$ cat src/rtl/kernal_params_loader_pkg.sv
// Shared conv definitions: loader FSM encoding, kernel element count and a ceil-log2 helper.
// Used at elaboration only; no logic of its own.
package kernal_params_loader_pkg;

    localparam int KERNAL_ELEM_N = 9;

    typedef enum logic [1:0] {
        ST_IDLE  = 2'd0,
        ST_LOAD  = 2'd1,
        ST_DRAIN = 2'd2,
        ST_DONE  = 2'd3
    } loader_state_t;

    // Bits needed to hold values 0..n-1 (minimum 1).
    function automatic int clogb2(input int n);
        int r;
        r = 0;
        while ((32'sd1 << r) < n) begin
            r = r + 1;
        end
        if (r == 0) begin
            r = 1;
        end
        return r;
    endfunction

endpackage

$ cat src/rtl/kernal_param_packer.sv
// Regroups lane_n-wide parameter beats into 9-parameter kernels; kern_vld/kern_dat are combinational
// on the accepted beat (0 cycles), and the packer never stalls its producer.
module kernal_param_packer
    import kernal_params_loader_pkg::*;
#(
    parameter int param_width = 16,
    parameter int lane_n      = 4
) (
    input  logic                                 clk,
    input  logic                                 rst_n,
    input  logic                                 clr,
    input  logic                                 in_vld,
    input  logic [lane_n*param_width-1:0]        in_dat,
    output logic                                 kern_vld,
    output logic [KERNAL_ELEM_N*param_width-1:0] kern_dat
);

    localparam int MW = (KERNAL_ELEM_N + lane_n - 1) * param_width;
    localparam int CW = clogb2(KERNAL_ELEM_N + lane_n);

    logic [MW-1:0] pack_q;
    logic [MW-1:0] shifted_in;
    logic [MW-1:0] merged;
    logic [CW-1:0] cnt_q;
    logic [CW-1:0] cnt_sum;

    // New params land directly above the ones already held; bits above cnt_q are always zero.
    always_comb begin
        shifted_in = MW'(in_dat) << (int'(cnt_q) * param_width);
        merged     = pack_q | shifted_in;
        cnt_sum    = cnt_q + CW'(lane_n);
        kern_vld   = in_vld && (cnt_sum >= CW'(KERNAL_ELEM_N));
        kern_dat   = merged[KERNAL_ELEM_N*param_width-1:0];
    end

    always_ff @(posedge clk or negedge rst_n) begin
        if (!rst_n) begin
            pack_q <= '0;
            cnt_q  <= '0;
        end else if (clr) begin
            pack_q <= '0;
            cnt_q  <= '0;
        end else if (in_vld) begin
            if (kern_vld) begin
                pack_q <= merged >> (KERNAL_ELEM_N * param_width);
                cnt_q  <= cnt_sum - CW'(KERNAL_ELEM_N);
            end else begin
                pack_q <= merged;
                cnt_q  <= cnt_sum;
            end
        end
    end

endmodule

$ cat src/rtl/kernal_params_loader.sv
// Loads chn_n packed 3x3 kernels from an AXIS stream into the kernel buffer at addresses 0..chn_n-1.
// One registered write per kernel, 1 cycle after its completing beat; s_axis_ready never drops in LOAD/DRAIN.
module kernal_params_loader
    import kernal_params_loader_pkg::*;
#(
    parameter int kernal_param_data_width = 16,
    parameter int in_stream_width         = 64,
    parameter int max_feature_map_chn_n   = 512,
    parameter int simulation_delay        = 1
) (
    input  logic                                             clk,
    input  logic                                             rst_n,
    input  logic                                             s_cmd_valid,
    output logic                                             s_cmd_ready,
    input  logic [15:0]                                      s_cmd_chn_n_sub1,
    input  logic [in_stream_width-1:0]                       s_axis_data,
    input  logic                                             s_axis_valid,
    output logic                                             s_axis_ready,
    input  logic                                             s_axis_last,
    output logic                                             buffer_wen,
    output logic [15:0]                                      buffer_waddr,
    output logic [KERNAL_ELEM_N*kernal_param_data_width-1:0] buffer_din,
    output logic                                             done,
    output logic                                             err_short,
    output logic                                             err_ovf
);

    localparam int          W     = kernal_param_data_width;
    localparam int          P     = in_stream_width / kernal_param_data_width;
    localparam logic [16:0] MAX_K = 17'(max_feature_map_chn_n);

    if (!(P == 1 || P == 2 || P == 4 || P == 8) || (P * W != in_stream_width) || (simulation_delay < 0))
    begin : g_bad_cfg
        $error("kernal_params_loader: stream width must carry 1, 2, 4 or 8 whole parameters");
    end

    loader_state_t        state;
    logic [15:0]          chn_n_sub1;
    logic [16:0]          kcnt;
    logic                 cmd_acc;
    logic                 beat_acc;
    logic                 pk_in_vld;
    logic                 kern_vld;
    logic                 last_kern;
    logic [KERNAL_ELEM_N*W-1:0] kern_dat;

    assign cmd_acc   = s_cmd_valid && s_cmd_ready && (state == ST_IDLE);
    assign beat_acc  = s_axis_valid && s_axis_ready;
    assign pk_in_vld = beat_acc && (state == ST_LOAD);
    assign last_kern = kern_vld && (kcnt == {1'b0, chn_n_sub1});

    kernal_param_packer #(
        .param_width (W),
        .lane_n      (P)
    ) u_packer (
        .clk      (clk),
        .rst_n    (rst_n),
        .clr      (cmd_acc),
        .in_vld   (pk_in_vld),
        .in_dat   (s_axis_data),
        .kern_vld (kern_vld),
        .kern_dat (kern_dat)
    );

    always_ff @(posedge clk or negedge rst_n) begin
        if (!rst_n) begin
            state        <= ST_IDLE;
            s_cmd_ready  <= 1'b0;
            s_axis_ready <= 1'b0;
            buffer_wen   <= 1'b0;
            buffer_waddr <= '0;
            buffer_din   <= '0;
            done         <= 1'b0;
            err_short    <= 1'b0;
            err_ovf      <= 1'b0;
            chn_n_sub1   <= '0;
            kcnt         <= '0;
        end else begin
            buffer_wen <= 1'b0;
            done       <= 1'b0;
            // Kernels past the buffer depth still advance the index but never write.
            if (kern_vld) begin
                buffer_wen   <= (kcnt < MAX_K);
                buffer_waddr <= kcnt[15:0];
                buffer_din   <= kern_dat;
                kcnt         <= kcnt + 17'd1;
                if (kcnt >= MAX_K) begin
                    err_ovf <= 1'b1;
                end
            end
            case (state)
                ST_IDLE: begin
                    s_cmd_ready <= 1'b1;
                    if (cmd_acc) begin
                        state        <= ST_LOAD;
                        s_cmd_ready  <= 1'b0;
                        s_axis_ready <= 1'b1;
                        chn_n_sub1   <= s_cmd_chn_n_sub1;
                        kcnt         <= '0;
                        err_short    <= 1'b0;
                        err_ovf      <= 1'b0;
                    end
                end
                ST_LOAD: begin
                    if (beat_acc) begin
                        if (s_axis_last) begin
                            state        <= ST_DONE;
                            s_axis_ready <= 1'b0;
                            done         <= 1'b1;
                            if (!last_kern) begin
                                err_short <= 1'b1;
                            end
                        end else if (last_kern) begin
                            state <= ST_DRAIN;
                        end
                    end
                end
                ST_DRAIN: begin
                    if (beat_acc && s_axis_last) begin
                        state        <= ST_DONE;
                        s_axis_ready <= 1'b0;
                        done         <= 1'b1;
                    end
                end
                ST_DONE: begin
                    state       <= ST_IDLE;
                    s_cmd_ready <= 1'b1;
                end
                default: state <= ST_IDLE;
            endcase
        end
    end

endmodule

$ cat config.mk
export PLATFORM = sky130hd
export DESIGN_NAME = kernal_params_loader
export DESIGN_NICKNAME = d
export VERILOG_FILES = /design/src/rtl/kernal_params_loader_pkg.sv /design/src/rtl/kernal_param_packer.sv /design/src/rtl/kernal_params_loader.sv
export SDC_FILE = /design/constraint.sdc
export NUM_CORES = 1
export LEC_CHECK = 0
export BUFFER_PORTS_ARGS = -buffer_cell sky130_fd_sc_hd__buf_4
export CAP_MARGIN = 20
export CELL_PAD_IN_SITES_DETAIL_PLACEMENT = 1
export CELL_PAD_IN_SITES_GLOBAL_PLACEMENT = 2
export CORE_MARGIN = 2
export CORE_UTILIZATION = 40
export CTS_BUF_LIST = sky130_fd_sc_hd__clkbuf_4
export CTS_CLUSTER_SIZE = 24
export DETAILED_ROUTE_END_ITERATION = 16
export GPL_ROUTABILITY_DRIVEN = 0
export PLACE_DENSITY = 0.93
export SYNTH_ARGS = -nofsm -noshare
export SYNTH_HDL_FRONTEND = slang
export SYNTH_SLANG_ARGS = --single-unit
$ cat constraint.sdc
create_clock -name clk -period 4.23 [get_ports clk]
set_input_delay 0.846 -clock clk [delete_from_list [all_inputs] [get_ports clk]]
set_output_delay 0.846 -clock clk [all_outputs]
set_load 0.01 [all_outputs]
==> results.json, run 1 <==
{
  "status": "completed",
  "grt_pass1_vias": 17400,
  "grt_max_degree": 160,
  "rsz0062_at_grt": "false",
  "cp-startpoint": "u_packer.cnt_q[2]",
  "met3_usage": 0.0678,
  "core-area_um2": 44200,
  "clockRootBuffer": "clkbuf_4",
  "dieWidth_um": 216,
  "synth_cell_type_count": 52,
  "fill_cells": 5102,
  "grt_pass1_wl_mm": 103,
  "track_usage": 0.291,
  "synth_nets": 2008,
  "finalSetupViolations": 0,
  "synth_edf_count": 0,
  "post-route-min-period_ns": 3.34,
  "htree_levels": 3,
  "fin_crit_sh": 0.791,
  "final_max_slew_viol_count": 0,
  "critPathKind": "reg2reg",
  "clkLatencyLatePin_ns": 0.84,
  "crit_fanout": 16,
  "layout-drive-gt1-share": 0.215,
  "rows": 77,
  "yosys_most_used_dff": "dfrtp_1",
  "p_leak_uw": 0.0101,
  "overflow": 0,
  "endpoint_kind": "register",
  "numPortBuffers": 250,
  "r2r_start": "u_packer.cnt_q[2]",
  "fin_nets": 2273,
  "dpl.hpwl_mm": 47.7,
  "netlist_instances": 1913,
  "io_pins": 251,
  "clk_pin_slew_ns": 0.07,
  "vias": 16600,
  "slew-limit-headroom": 0.206,
  "fmax_mhz": 299,
  "numCtsBuffers": 105,
  "critPathLaunchType": "register",
  "first_pass_iters": 5,
  "hold_violations": 0,
  "cts.sinks": 397,
  "syn_area_um2": 17900,
  "worstPathArrival_ns": 4.08,
  "async_flop_share": 1.00,
  "cts_resized": 0,
  "clock_skew_ns": 0.0297,
  "power.density_nw_per_um2": 706,
  "antenna_found_initial": 8,
  "hold_buffers": 0,
  "clockBufferDepth": 3,
  "yosysWarnings": 0,
  "drt.antenna.violating_nets": 0,
  "use_met1": 0.376,
  "postCtsSetupBuffers": 0,
  "hold_class": "in2async",
  "area.growth.synth_to_final_pct": 21.4,
  "ys_seq_area_frac": 0.553,
  "drc": 0,
  "ys_seq_elements": 397,
  "setup-tns-final_ns": 0,
  "avgSynthCellArea_um2": 9.38,
  "viasPerCell": 5.84,
  "busiest_layer": "met2",
  "dieArea_um2": 46600,
  "drt_iter0_markers": 1467,
  "vdd_drop_max_mv": 0.270,
  "initial_utilization": 0.406,
  "wl_per_cell_um": 24.0,
  "worst_hold_slack_ns": 0.0539,
  "wl_mm": 68.0,
  "required_ns": 4.97,
  "drv_cap": 0,
  "met2_usage": 0.463,
  "cts_tree": "done",
  "max_slew.worst_pin.slew_ns": 1.18,
  "die_height_um": 216
}
[worst max-delay path, stage by stage, from the launching register on]
cell and delay (ns):
dfrtp_1 0.68, clkinv_1 0.56, ha_1 0.43, a2111o_1 0.67, nor4_2 0.56, a21oi_1 0.18, o22ai_1 0.15
[state kept, by name, indices dropped and copies added (netlist names)]
signal,cells
buffer_din,144
buffer_waddr,16
buffer_wen,1
chn_n_sub1,16
done,1
err_ovf,1
err_short,1
kcnt,17
s_axis_ready,1
s_cmd_ready,1
state,2
u_packer.cnt_q,4
u_packer.pack_q,192
[final timing paths]
| kind | end | slack [ns] | depth (start not counted) |
|---|---|---|---|
| hold reg to reg | buffer_waddr[8] | 0.47 | 2 |
| setup / recovery | u_packer.pack_q[2] | 0.89 | 6 |
| max in group asynchronous | u_packer.pack_q[133] | 3.09 | 2 |
| setup reg to reg | u_packer.pack_q[2] | 0.89 | 6 |
| min in group clk | chn_n_sub1[8] | 0.20 | 3 |
| hold / removal | done | 0.05 | 1 |
[power breakdown]
group          leakage (uW)  switching (uW)  internal, uW
logic               0.00388            4150          2260
clock network      0.000776            1600          1800
registers           0.00545             730          4830
[final cells by class]
type                    count  area (um^2)  area share
well taps                 592          741      0.0340
inverters                  12         45.0     0.00207
flip-flops and latches    397         9940       0.456
repair buffers            295         2300       0.106
clock inverters            17          145     0.00666
multi-input cells        1367         7460       0.343
diodes                      4         10.0    0.000460
clock buffers             152         1140      0.0524
[cells in the mapped netlist, types with 9 or more instances]
cell type  count  area share
nor3_1        59       0.016
a221oi_1      48       0.023
a22o_1        16      0.0078
dfrtp_1      397        0.55
inv_1         11      0.0023
a31oi_1       10      0.0035
o22ai_1       63       0.022
ha_1          10      0.0070
nand3_1       10      0.0028
buf_2         25      0.0070
o21ai_0      181       0.050
nand2_1      287       0.060
a211oi_1      15      0.0063
a21oi_1      249       0.069
o2bb2ai_1     26       0.013
xor2_1        17      0.0083
mux2i_1       73       0.041
nor2_1       226       0.047
clkbuf_1     105       0.022
mux2_2         9      0.0056
[cells by family (layout without fill, tap and decap cells)]
logic type / count (synthesis) / in the layout / share of synthesized area
buffers and inverters: 149 / 476 / 0.0330
AO/OA/AOI/OAI: 629 / 629 / 0.206
multiplexers: 82 / 82 / 0.0464
flip-flops: 397 / 397 / 0.553
adder cells (fa/ha/maj): 10 / 10 / 0.00697
AND/OR/NAND/NOR: 624 / 624 / 0.144
XOR/XNOR: 22 / 22 / 0.0107
other: 0 / 4 / 0
[cell usage in the layout (no fill, tap or decap), types with 17 or more instances in the layout]
master,n
dfrtp_1,395
buf_4,287
nand2_1,285
a21oi_1,248
nor2_1,224
o21ai_0,181
clkbuf_4,152
mux2i_1,73
o22ai_1,63
nor3_1,59
a221oi_1,48
o2bb2ai_1,26
xor2_1,17
[metrics by stage]
step                       util  setup slack (ns)  instance area (um^2)  power, uW  cells
after detailed placement  0.463             0.971                 20500      11900   2663
after floorplan               -              1.39                 17900       9020   1913
after CTS                 0.492             0.944                 21800      15400   2832
final                     0.493             0.886                 21800      15400   2836
after global routing      0.493             0.659                 21800      16300   2835
after global placement    0.463              1.16                 20500      11700   2662
[routing by layer]
metal | share of wire | wire length (um)
met4 | 0.045 | 3030
met3 | 0.084 | 5710
met1 | 0.41 | 27600
met5 | 0.00088 | 60
met2 | 0.46 | 31600
(Power assumes the default switching activity.)
==> inputs of run 2 (changes only) <==
ABC_AREA = 1   (was not set)
CORE_UTILIZATION = 35   (was 40)
PLACE_DENSITY = 0.87   (was 0.93)
clock period = 3.4 ns   (was 4.23 ns; I/O delays follow)
==> results.json, run 2 <==
{
  "cts.sinks": 397,
  "ys_seq_area_frac": 0.496,
  "required_ns": 4.21,
  "core-area_um2": 56500,
  "final_max_slew_viol_count": 0,
  "critPathKind": "reg2reg",
  "critPathLaunchType": "register",
  "post-route-min-period_ns": 2.79,
  "dieWidth_um": 243,
  "grt_max_degree": 199,
  "final_util": 0.426,
  "place_inst": 3487,
  "htree_levels": 3,
  "viasPerCell": 5.36,
  "final_cell_mix": "913 x nand2_1, 394 x dfrtp_1, 284 x buf_4",
  "p_leak_uw": 0.0126,
  "track_usage": 0.277,
  "rsz0062_at_grt": "false",
  "cts_resized": 0,
  "yosys_most_used_dff": "dfrtp_1",
  "synthTopCellsByArea": "dfrtp_1 50%, nand2_1 17%, inv_1 4.3%",
  "seq_area_um2": 9940,
  "yosysWarnings": 0,
  "clkLatencyLatePin_ns": 0.91,
  "synth_nets": 2689,
  "wl_per_cell_um": 22.2,
  "setup_ws_ns": 0.608,
  "initial_utilization": 0.354,
  "slew-limit-headroom": 0.237,
  "largest_reg_flops": 192,
  "max_slew.worst_pin.slew_ns": 1.15,
  "ys_seq_elements": 397,
  "antenna_found_initial": 2,
  "power.density_nw_per_um2": 923,
  "crit_fanout": 38,
  "dpl.hpwl_mm": 57.7,
  "netlist_instances": 2594,
  "drv_cap": 0,
  "fin_nets": 2957,
  "drc": 0,
  "yosysTopAreaCellShare": 0.496,
  "cts_tree": "done",
  "fill_cells": 6912,
  "dieArea_um2": 59100,
  "overflow": 0,
  "clockBufferDepth": 3,
  "clock_skew_ns": 0.0717,
  "synth_cell_type_count": 44,
  "dp_slack_ns": 0.507,
  "avgSynthCellArea_um2": 7.72,
  "final_common_cell": "nand2_1",
  "first_pass_iters": 5,
  "numCtsBuffers": 111,
  "synth_edf_count": 0,
  "fin_cells": 3690,
  "grt_pass1_vias": 20600,
  "setup-tns-final_ns": 0,
  "syn_area_um2": 20000,
  "clk_pin_slew_ns": 0.07,
  "drt_iter0_markers": 1537,
  "hold_class": "in2reg",
  "numPortBuffers": 250,
  "synth_most_common_cell": "nand2_1",
  "endpoint_kind": "register",
  "postCtsSetupBuffers": 0,
  "async_flop_share": 1.00,
  "hold_violations": 0,
  "worstPathArrival_ns": 3.60,
  "rows": 87,
  "multi_input_area_um2": 8420,
  "hold_buffers": 17,
  "layout-drive-gt1-share": 0.169,
  "grt_pass1_wl_mm": 125,
  "fmax_mhz": 358,
  "finalSetupViolations": 0,
  "fin_crit_sh": 0.821,
  "synth_commonest_cells": "914 x nand2_1, 397 x dfrtp_1, 228 x inv_1",
  "io_pins": 251,
  "vias": 19800,
  "status": "completed",
  "wl_mm": 82.0,
  "clockRootBuffer": "clkbuf_4",
  "vdd_drop_max_mv": 0.491,
  "drt.antenna.violating_nets": 0,
  "reg_top3": "u_packer.pack_q (192), buffer_din (144), kcnt (17)",
  "top_register": "u_packer.pack_q",
  "area.growth.synth_to_final_pct": 20.3,
  "synth_top_area_cell": "dfrtp_1",
  "die_height_um": 243
}
==> run 2: cell types whose count changed after synthesis, sizes merged, moves of 52 or more <==
cell    delta
nand2    +629
a21oi    -126
inv      +229
mux2i     -73
o211ai    +59
clkbuf    -59
nor2      -69
buf       +80
a31oi     +53
o22ai     -52
nand3    +137
==> run 2: report_power, final <==
| group | switching (uW) | internal (uW) | total, uW |
|---|---|---|---|
| Combinational | 7790 | 3280 | 11100 |
| Sequential | 852 | 6000 | 6850 |
| Clock | 2180 | 2140 | 4320 |
| Total | 10800 | 11400 | 22200 |
==> run 2: cells by family after synthesis <==
| group | synth area share |
|---|---|
| adder cells (fa/ha/maj) | 0.00625 |
| buffers and inverters | 0.0841 |
| XOR/XNOR | 0.00306 |
| AND/OR/NAND/NOR | 0.261 |
| AO/OA/AOI/OAI | 0.149 |
| flip-flops | 0.496 |
==> run 2: through the flow <==
stage | total power, uW | area, um^2 | hold slack (ns)
finish | 22200 | 24100 | 0.148
global route | 23700 | 24100 | 0.108
CTS | 22200 | 24100 | 0.0526
detailed placement | 17800 | 22600 | 0.468
global placement | 17500 | 22600 | 0.464
floorplan | 12900 | 20000 | 0.384
==> run 2: routing by layer <==
| layer | wire length [um] | up-vias | global-route usage | share of wire |
|---|---|---|---|---|
| met1 | 35900 | 9814 | 0.375 | 0.44 |
| li1 | - | 9002 | - | - |
| met2 | 35700 | 759 | 0.413 | 0.44 |
| met3 | 6210 | 204 | 0.0628 | 0.076 |
| met5 | 12 | - | 0 | 0.00015 |
| met4 | 4200 | 2 | 0.146 | 0.051 |
==> run 2: area by class of cell <==
cell class	instances	area share
antenna	1	0.000104
inverter	242	0.0379
clock inverter	24	0.00520
sequential	397	0.413
multi-input combinational	1797	0.349
clock buffer	160	0.0499
tap	756	0.0393
timing repair buffer	313	0.105
==> run 2: worst paths after layout <==
path | startpoint | to | slack, ns | cells after the start
setup / recovery | u_packer.cnt_q[0] | u_packer.pack_q[9] | 0.61 | 7
hold / removal | s_axis_valid | done | 0.15 | 3
hold reg to reg | buffer_din[7] | buffer_din[7] | 0.48 | 2
min in group asynchronous | rst_n | buffer_din[130] | 0.37 | 2
setup reg to reg | u_packer.cnt_q[0] | u_packer.pack_q[9] | 0.61 | 7
max in group asynchronous | rst_n | buffer_din[84] | 2.18 | 3
==> run 2: worst max-delay path, cell delays in order, from the launching register on <==
cell	delay, ns
dfrtp_2	0.44
buf_4	0.27
nor2_2	0.45
buf_4	0.37
nand3_1	0.28
o21ai_0	0.54
o21ai_0	0.17
o21ai_1	0.15
